[src/rtl/icache.sv]
// icache: direct-mapped, one-word-per-line instruction cache sitting between
// the fetch unit and memctrl. Hits deliver one cycle after the request; misses
// run the icache_in / icache_received / icache_task_out handshake, fill the
// line and then deliver the word unless a flush cancelled it.
// Optional feature: define ICACHE_STAT_EN to add hit_count / miss_count outputs.
module icache #(
  parameter int INDEX_BITS = 6
) (
  input  logic        clk_in,
  input  logic        rst_in,
  input  logic        rdy_in,
  input  logic        fetch_valid,
  input  logic [31:0] fetch_pc,
  input  logic        flush,
  output logic        inst_valid,
  output logic [31:0] inst_out,
  output logic [31:0] inst_pc,
  output logic        busy,
  output logic        icache_in,
  output logic [31:0] icache_address_in,
  input  logic        icache_received,
  input  logic        icache_task_out,
  input  logic [31:0] value_load
`ifdef ICACHE_STAT_EN
  ,
  output logic [31:0] hit_count,
  output logic [31:0] miss_count
`endif
);

  localparam int TAG_BITS = 30 - INDEX_BITS;
  localparam int LINES    = 1 << INDEX_BITS;

  localparam logic [1:0] ST_IDLE = 2'd0;
  localparam logic [1:0] ST_REQ  = 2'd1;
  localparam logic [1:0] ST_WAIT = 2'd2;

  // Line storage: only the valid bits need a reset value.
  logic [LINES-1:0]    valid_r;
  logic [TAG_BITS-1:0] tag_r  [LINES];
  logic [31:0]         data_r [LINES];

  logic [1:0]  state_r;
  logic [31:0] miss_pc_r;
  logic        cancel_r;
  logic        inst_valid_r;
  logic [31:0] inst_out_r;
  logic [31:0] inst_pc_r;
  logic        busy_r;
  logic        req_r;
  logic [31:0] req_addr_r;

  logic [INDEX_BITS-1:0] idx_s;
  logic [INDEX_BITS-1:0] miss_idx_s;
  logic [TAG_BITS-1:0]   tag_s;
  logic [TAG_BITS-1:0]   miss_tag_s;
  logic [31:0]           pc_aligned_s;
  logic                  lookup_s;
  logic                  hit_s;
  logic                  fill_s;
  logic                  deliver_s;
  logic                  unused_s;

  // Address split, lookup and fill/delivery qualifiers.
  always_comb begin
    idx_s        = fetch_pc[2 +: INDEX_BITS];
    tag_s        = fetch_pc[31 -: TAG_BITS];
    pc_aligned_s = {fetch_pc[31:2], 2'b00};
    miss_idx_s   = miss_pc_r[2 +: INDEX_BITS];
    miss_tag_s   = miss_pc_r[31 -: TAG_BITS];
    lookup_s     = (state_r == ST_IDLE) && fetch_valid && !flush;
    hit_s        = valid_r[idx_s] && (tag_r[idx_s] == tag_s);
    // task_out is only meaningful once the request has been accepted
    fill_s       = (state_r == ST_WAIT) && icache_task_out;
    // a flush arriving together with the completing task_out still suppresses delivery
    deliver_s    = fill_s && !cancel_r && !flush;
  end

  // Byte-offset bits of the PC are never used by a word-granular cache.
  assign unused_s = ^{fetch_pc[1:0], miss_pc_r[1:0]};

  // Controller state, valid bits and registered fetch-side/memctrl-side outputs.
  always_ff @(posedge clk_in) begin
    if (rst_in) begin
      state_r      <= ST_IDLE;
      valid_r      <= '0;
      miss_pc_r    <= 32'd0;
      cancel_r     <= 1'b0;
      inst_valid_r <= 1'b0;
      inst_out_r   <= 32'd0;
      inst_pc_r    <= 32'd0;
      busy_r       <= 1'b0;
      req_r        <= 1'b0;
      req_addr_r   <= 32'd0;
    end else if (rdy_in) begin
      inst_valid_r <= 1'b0;
      case (state_r)
        ST_IDLE: begin
          cancel_r <= 1'b0;
          if (lookup_s) begin
            if (hit_s) begin
              inst_valid_r <= 1'b1;
              inst_out_r   <= data_r[idx_s];
              inst_pc_r    <= pc_aligned_s;
            end else begin
              miss_pc_r  <= pc_aligned_s;
              req_r      <= 1'b1;
              req_addr_r <= pc_aligned_s;
              busy_r     <= 1'b1;
              state_r    <= ST_REQ;
            end
          end
        end
        ST_REQ: begin
          if (flush) begin
            cancel_r <= 1'b1;
          end
          if (icache_received) begin
            req_r   <= 1'b0;
            state_r <= ST_WAIT;
          end
        end
        ST_WAIT: begin
          if (flush) begin
            cancel_r <= 1'b1;
          end
          if (fill_s) begin
            valid_r[miss_idx_s] <= 1'b1;
            if (deliver_s) begin
              inst_valid_r <= 1'b1;
              inst_out_r   <= value_load;
              inst_pc_r    <= miss_pc_r;
            end
            busy_r   <= 1'b0;
            cancel_r <= 1'b0;
            state_r  <= ST_IDLE;
          end
        end
        default: begin
          state_r <= ST_IDLE;
        end
      endcase
    end
  end

  // Line data and tag write on fill; the line is kept even when delivery is cancelled.
  always_ff @(posedge clk_in) begin
    if (!rst_in && rdy_in && fill_s) begin
      data_r[miss_idx_s] <= value_load;
      tag_r[miss_idx_s]  <= miss_tag_s;
    end
  end

  assign inst_valid        = inst_valid_r;
  assign inst_out          = inst_out_r;
  assign inst_pc           = inst_pc_r;
  assign busy              = busy_r;
  assign icache_in         = req_r;
  assign icache_address_in = req_addr_r;

`ifdef ICACHE_STAT_EN
  logic [31:0] hit_count_r;
  logic [31:0] miss_count_r;

  // Hit/miss statistics, counted on IDLE lookups only; wrap naturally at 2**32.
  always_ff @(posedge clk_in) begin
    if (rst_in) begin
      hit_count_r  <= 32'd0;
      miss_count_r <= 32'd0;
    end else if (rdy_in && lookup_s) begin
      if (hit_s) begin
        hit_count_r <= hit_count_r + 32'd1;
      end else begin
        miss_count_r <= miss_count_r + 32'd1;
      end
    end
  end

  assign hit_count  = hit_count_r;
  assign miss_count = miss_count_r;
`endif

endmodule

[config.mk]
export PLATFORM = sky130hd
export DESIGN_NAME = icache
export DESIGN_NICKNAME = d
export VERILOG_FILES = /design/src/rtl/icache.sv
export SDC_FILE = /design/constraint.sdc
export NUM_CORES = 2
export LEC_CHECK = 0
export ABC_CLOCK_PERIOD_IN_PS = 8600
export BUFFER_PORTS_ARGS = -buffer_cell sky130_fd_sc_hd__clkbuf_2
export CAP_MARGIN = 20
export CORE_AREA = 2 2 646 648
export CTS_CLUSTER_SIZE = 20
export DETAILED_ROUTE_END_ITERATION = 12
export DIE_AREA = 0 0 648 650
export GPL_ROUTABILITY_DRIVEN = 0
export GPL_TIMING_DRIVEN = 0
export PLACE_DENSITY = 0.57
export SYNTH_ARGS = -nofsm -noshare
export SYNTH_HDL_FRONTEND = slang
export SYNTH_SLANG_ARGS = --single-unit
[constraint.sdc]
create_clock -name clk_in -period 8.6 [get_ports clk_in]
set_clock_uncertainty 0.2 [all_clocks]
set_input_delay 0.43 -clock clk_in [delete_from_list [all_inputs] [get_ports clk_in]]
set_output_delay 0.43 -clock clk_in [all_outputs]
set_load 0.05 [all_outputs]
Yosys cells after proc, flatten, opt, wreduce, memory -nomap -nowiden
Memories as Yosys holds them, arrays and structs flattened.
Index checks and enable logic that the tools add are counted.
{"block": "classes", "bitwise": 2, "shift": 0, "div": 0, "order_cmp": 3, "multipliers": 0, "n_addsub": 0, "mux": 35, "n_eq_ne": 9, "reduce_logical": 23}
{"op": "$mux W32", "n": 8}
{"op": "$pmux W32 S2", "n": 2}
{"op": "$or A64 B64 Y64", "n": 1}
{"op": "$eq A24 B24 Y1", "n": 1}
{"op": "$reduce_and A5 Y1", "n": 3}
{"op": "$lt A6 B7 Y1 const B", "n": 2}
{"op": "$mux W1", "n": 14}
{"op": "$ne A2 B2 Y1 const B", "n": 6}
{"op": "$logic_and A1 B1 Y1", "n": 9}
{"op": "$mux W2", "n": 4}
{"op": "$bmux W1 S6", "n": 1}
{"op": "$demux W1 S6", "n": 1}
{"op": "$ge A6 B1 Y1 const B", "n": 1}
{"op": "$pmux W1 S2", "n": 3}
{"op": "$pmux W2 S3", "n": 1}
{"op": "$reduce_and A6 Y1", "n": 1}
{"op": "$reduce_and A4 Y1", "n": 1}
{"op": "$reduce_bool A2 Y1", "n": 2}
{"op": "$logic_not A1 Y1", "n": 3}
{"op": "$pmux W1 S3", "n": 1}
{"op": "$reduce_and A3 Y1", "n": 1}
{"op": "$reduce_bool A3 Y1", "n": 1}
{"op": "$eq A2 B1 Y1 const B", "n": 1}
{"op": "$eq A2 B2 Y1 const B", "n": 1}
{"op": "3 further kinds", "n": 3}
{"block": "word_totals", "out_inout_bits": 99, "input_bits": 71, "rom_bits": 0, "register_bits": 164, "mem_count": 2, "latch_bits": 0, "word_cells": 83, "ram_bits": 3584}
{"memory": "data_r", "words": 64, "width": 32, "rd": 1, "rd_ports_with_merged_regs": 0, "wr": 1, "line": "41", "source": "logic [31:0] data_r [LINES];"}
{"memory": "tag_r", "words": 64, "width": 24, "rd": 1, "rd_ports_with_merged_regs": 0, "wr": 1, "line": "40", "source": "logic [TAG_BITS-1:0] tag_r [LINES];"}

Longest topological paths before layout
{"block": "depth", "word_depth": 7, "depth_mapped": 18, "ltp_nobuf": 10}

Least setup slack after synthesis
No wires, ideal clock.
{"block": "synth_path", "kind": "reg2reg", "startpoint": "register miss_pc_r[5]", "endpoint": "memory data_r[14][0] (enable)", "setup_time_ps": 472, "stages_incl_launch_ff": 5, "synth_period_minus_slack_ps": 4603, "required_ps": 7928, "arrival_time_ps": 3931, "path_buffers": 2, "path_slack_ps": 3997, "path_cell_list": "dfxtp_1 clkbuf_1 or3b_2 clkbuf_1 nor2_1"}
{"element": "from (decl)", "line": "44", "source": "logic [31:0] miss_pc_r;"}
{"element": "from (signal assigned)", "line": "106", "source": "miss_pc_r <= pc_aligned_s;"}
{"element": "to (decl)", "line": "41"}
No word-level cell before the write port.

Final worst setup path
{"block": "layout_path", "startpoint": "input port fetch_pc[4]", "endpoint": "register inst_out_r[25], in the netlist inst_out[25]"}
{"block": "layout_via", "elab_chain_len": 5}
{"element": "from (decl)", "line": "13", "source": "input logic [31:0] fetch_pc,"}
{"element": "$mem_v2 Z64 W24 / $bmux W1 S6 (equally long branches)"}
{"element": "$eq A24 B24 Y1 / $mux W1 (equally long branches)", "line": "72", "source": "hit_s = valid_r[idx_s] && (tag_r[idx_s] == tag_s);"}
{"element": "$logic_and A1 B1 Y1", "line": "72"}
{"element": "$ne A2 B2 Y1 (no source line)"}
{"element": "$reduce_and A6 Y1 (no source line)"}
{"element": "to (signal assigned)", "line": "103", "source": "inst_out_r <= data_r[idx_s];"}
{"element": "to (signal assigned)", "line": "131", "source": "inst_out_r <= value_load;"}
{"element": "to (decl)", "line": "47", "source": "logic [31:0] inst_out_r;"}
Several ways; a longest one is shown, not always the timed one. The select of a mux whose other input is x is not followed.
A chain may end at the register's enable or synchronous reset.

==> results list <==
- Largest net degree at the start of global routing: 68
- Final hold violation count: 0
* Area growth from synthesis to layout: 19.9%
- Post-synthesis cell count: 6381
- In this run switching power makes up about 22% of total power.
* Post-synth top area cell: edfxtp_1
- Largest delay contributor family on the critical path: buffers and inverters
* Period utilisation layout: 84.2%
- Via count of the first global-routing pass: ~76000
- After synthesis, the share of flip-flops with an asynchronous set or reset is 0%.
- After the first detailed-routing iteration, the DRC count stood at 13300.
* Highest net fanout along the worst path: 13
* Crit. End Element: flop
- Global routing used 23.6% of the available tracks.
* Core area: 415000 um^2
* Top-Level Pins: 170
- Setup repair after global routing missed its margin: false
- Max-cap violations in this run came to 0.
- The critical path is of the input pin to flop type.
* Cell depth of the worst setup path: 17
* Antenna violations before repair: 32
* Peak supply drop: 0.000175 V
- The internal power of the cells totals 30.0 mW.
- The final reports fail on DRC.
- Data arrival, critical path: 7.90 ns
- Routed Wire Length: 507000 um
- After legalization and detailed placement, the total HPWL measured between 300000 and 400000 um.
- Clock tree synthesis inserted a total of ~380 buffers.
- Once layout is complete, the cells apart from fillers number 13200.
- Hold depth: 1
- Final Core Density: 41.7%
- Highest-count cells in the layout ignoring fill and taps: 3584 x edfxtp_1, 985 x mux4_2, 382 x clkbuf_16, 266 x mux2i_1, 257 x buf_12
* Startpoint type of the worst setup path: input pin
- In this run, placement finished with an instance count of 12400.
- Final count of negative-setup-slack endpoints: 0
- The net count of the finished layout is 7449.
- Min Tclk post-route: around 7.2 ns
- In this run, the clock network consumes 42.5% of the power.
* Number of storage elements in the synthesis netlist: 3746
* Count of fill cells added during filler insertion: 35400
- Dividing the detail-routed wire length by the instance count gives 38.4 um.
- Initial DRT Pass Iterations: 12
* Highest-delay cell along the critical path: clkbuf_1
* PD cells: 223 nW/um^2
- Maximum number of buffers from clock root to sink: 4
- Total via count in the routed design: approximately 78000
- For this run, the top clock speed supported by timing is 138 MHz.
- For this design, the sink count on the clock tree is 3746.
- The average instance in the mapped netlist occupies 22.6 um^2.
- Net Switching: between 8 and 9 mW
* TritonCTS clock tree: built
* Share of cells above drive strength 1: 32.0%
- Area contributors post-synth: edfxtp_1 75%, mux4_2 15%, dfxtp_1 2.2%
- Once the floorplan was initialized, standard cells occupied 34.8% of the core.
- Run status: finished with violations
- The first global-routing pass estimated 674000 um of wire.
- In the routed layout, each cell is associated on average with a via count of 5.92.
- The die is 648 um wide.
- Total Die Area: between 400000 and 500000 um^2
- The critical path contains buffers and inverters numbering 8 combined.
* Largest incremental delay on the critical path: 0.91 ns
* Storage element area: 111000 um^2
* Residual antenna-violating net count after detailed routing: 0
* Share of the yosys chip area belonging to registers: 76.8%
- Number of placement rows: 237
- The cell sitting at the root of the clock tree is a clkbuf_16.
- At the pin with the least slew margin, the transition time is approximately 1.3 ns.
* Sum Neg Setup Slack: 0 ns
* Hold WC Path Type: input pin to flop
- In the final layout, the multi-input gates occupy between 30000 and 40000 um^2.
- Counting stages on the worst path, the most repeated cell is buf_2.
- Source-to-sink clock delay at the later pin of the worst-skew pair: 0.98 ns
* Ordered list of cells on the worst path: buf_2 > buf_2 > buf_2 > buf_2 > clkbuf_1 > nor2_1 > a21oi_1 > nand4_1 > nor4_1 > xor2_1 > o2111ai_1 > nor4_4 > buf_6 > a21o_1 > buf_4 > buf_4 > mux2_1
- At the worst endpoint, the required time is 9.26 ns.
- Cell area after synthesis: 144000 um^2
* Worst Reg-to-Reg Cells: 12
- The placed instances occupy a cell area of 160000 um^2.
- During placement, the flow inserted port buffers numbering 159.
* Top-area cell type share of the netlist area: around three quarters
- Most used DFF post-synth: edfxtp_1
- Share of total power in sequential cells: between 50% and 60%
- In the routed design, unresolved DRC markers number 1.
* Library cells used by synthesis: 75
- GRT overflow: 0
* Slew HR: a little under 10%
* Clock edge transition at the registers on the reported setup and hold paths: 0.07 ns
* Post-synth EDFFs: roughly 3600
- Leaving out fill and tap cells, the most frequent cell in the layout is edfxtp_1.
* Setup fix buffers added after clock tree synthesis: 0
- Yosys warning total: 0
- Cell leakage power: 56.5 nW
- Deepest level of the CTS H-tree: 5
* Max Slew Vio Count: 0
* Logic pwr share: 5.7%
* Min Hold Slack: 0.0217 ns
- The finished cells cover approximately 170000 um^2.
- From bottom edge to top edge, the die measures 650 um.
timing repair:
| item | CTS | global route |
|---|---|---|
| hold endpoints to repair | 499 | 865 |
| resized for setup | 0 | 0 |
| hold buffers | 53 | 20 |
cell usage after synthesis (7+ instances only):
library cell and count:
xor2_1 18, inv_1 11, a211oi_2 48, buf_4 41, buf_1 23, mux4_2 985, a22oi_1 70, nand3_1 40
and3_1 9, clkbuf_1 172, a21o_1 66, a211oi_1 83, nand2_1 152, o21ai_0 29, nor4_1 10, nand4_1 11
nor3_1 26, o22ai_1 41, nor2_1 120, mux2i_1 266, edfxtp_1 3584, buf_6 25, nor2b_1 25, o32ai_1 7
buf_2 111, a221oi_1 10, a21oi_1 32, a31oi_1 10, nand2b_1 14, mux2_2 56, dfxtp_1 162
cell families after synthesis:
family / synth area share (%)
flops: 76.8
other cells: 0.00260
xor+xnor: 0.146
mux: 17.7
buf+inv: 1.35
compound gates: 2.48
fa+ha+maj: 0.0347
simple gates: 1.48
power groups by stage:
stage	Sequential, mW	Combinational (mW)	Clock [mW]
after global routing	20.0	2.27	17.2
after CTS	20.0	2.15	16.5
after global placement	20.5	1.97	0
after floorplan	20.5	1.02	0
final	20.0	2.22	16.4
after detailed placement	20.4	2.13	0
per-stage QoR:
stage / setup WS [ns] / power (mW)
detailed placement: 0.878 / 22.5
global placement: -2.42 / 22.4
CTS: 1.86 / 38.7
global route: 1.64 / 39.4
finish: 1.36 / 38.6
floorplan: 4.00 / 21.5
metal layers:
layer	vias to the layer above	share of wire, %	wire length (um)	track usage, %
li1	29200	-	-	-
met1	42000	36	182000	30.1
met2	5590	47	240000	38.1
met3	1320	11	55600	5.39
met4	12	5.9	30100	11.6
met5	-	0.015	78	0
flip-flops by register name, indices dropped and copies added (netlist names):
name,count
tag_r,1536
cancel_r,1
valid_r,64
busy,1
inst_out,32
miss_pc_r,30
data_r,2048
icache_in,1
inst_valid,1
state_r,2
inst_pc,30
worst paths after layout:
| kind | slack (ns) | startpoint | to |
|---|---|---|---|
| worst max-delay path | 1.36 | fetch_pc[4] | inst_out[25] |
| worst min-delay path | 0.02 | value_load[29] | data_r[31][29] |
| worst max register to register | 2.31 | tag_r[31][19] | miss_pc_r[31] |
| worst min register to register | 0.25 | valid_r[55] | valid_r[55] |
final cells by class:
cell class,instances,share of cell area [%]
clock buffer,501,5.93
antenna,18,0.0260
multi-input combinational,2249,18.5
inverter,16,0.0347
buffer,373,1.10
timing repair buffer,609,5.27
tap,5497,3.98
sequential,3746,64.1
clock inverter,193,1.09
Note: power is estimated with default switching activity, not from simulation.
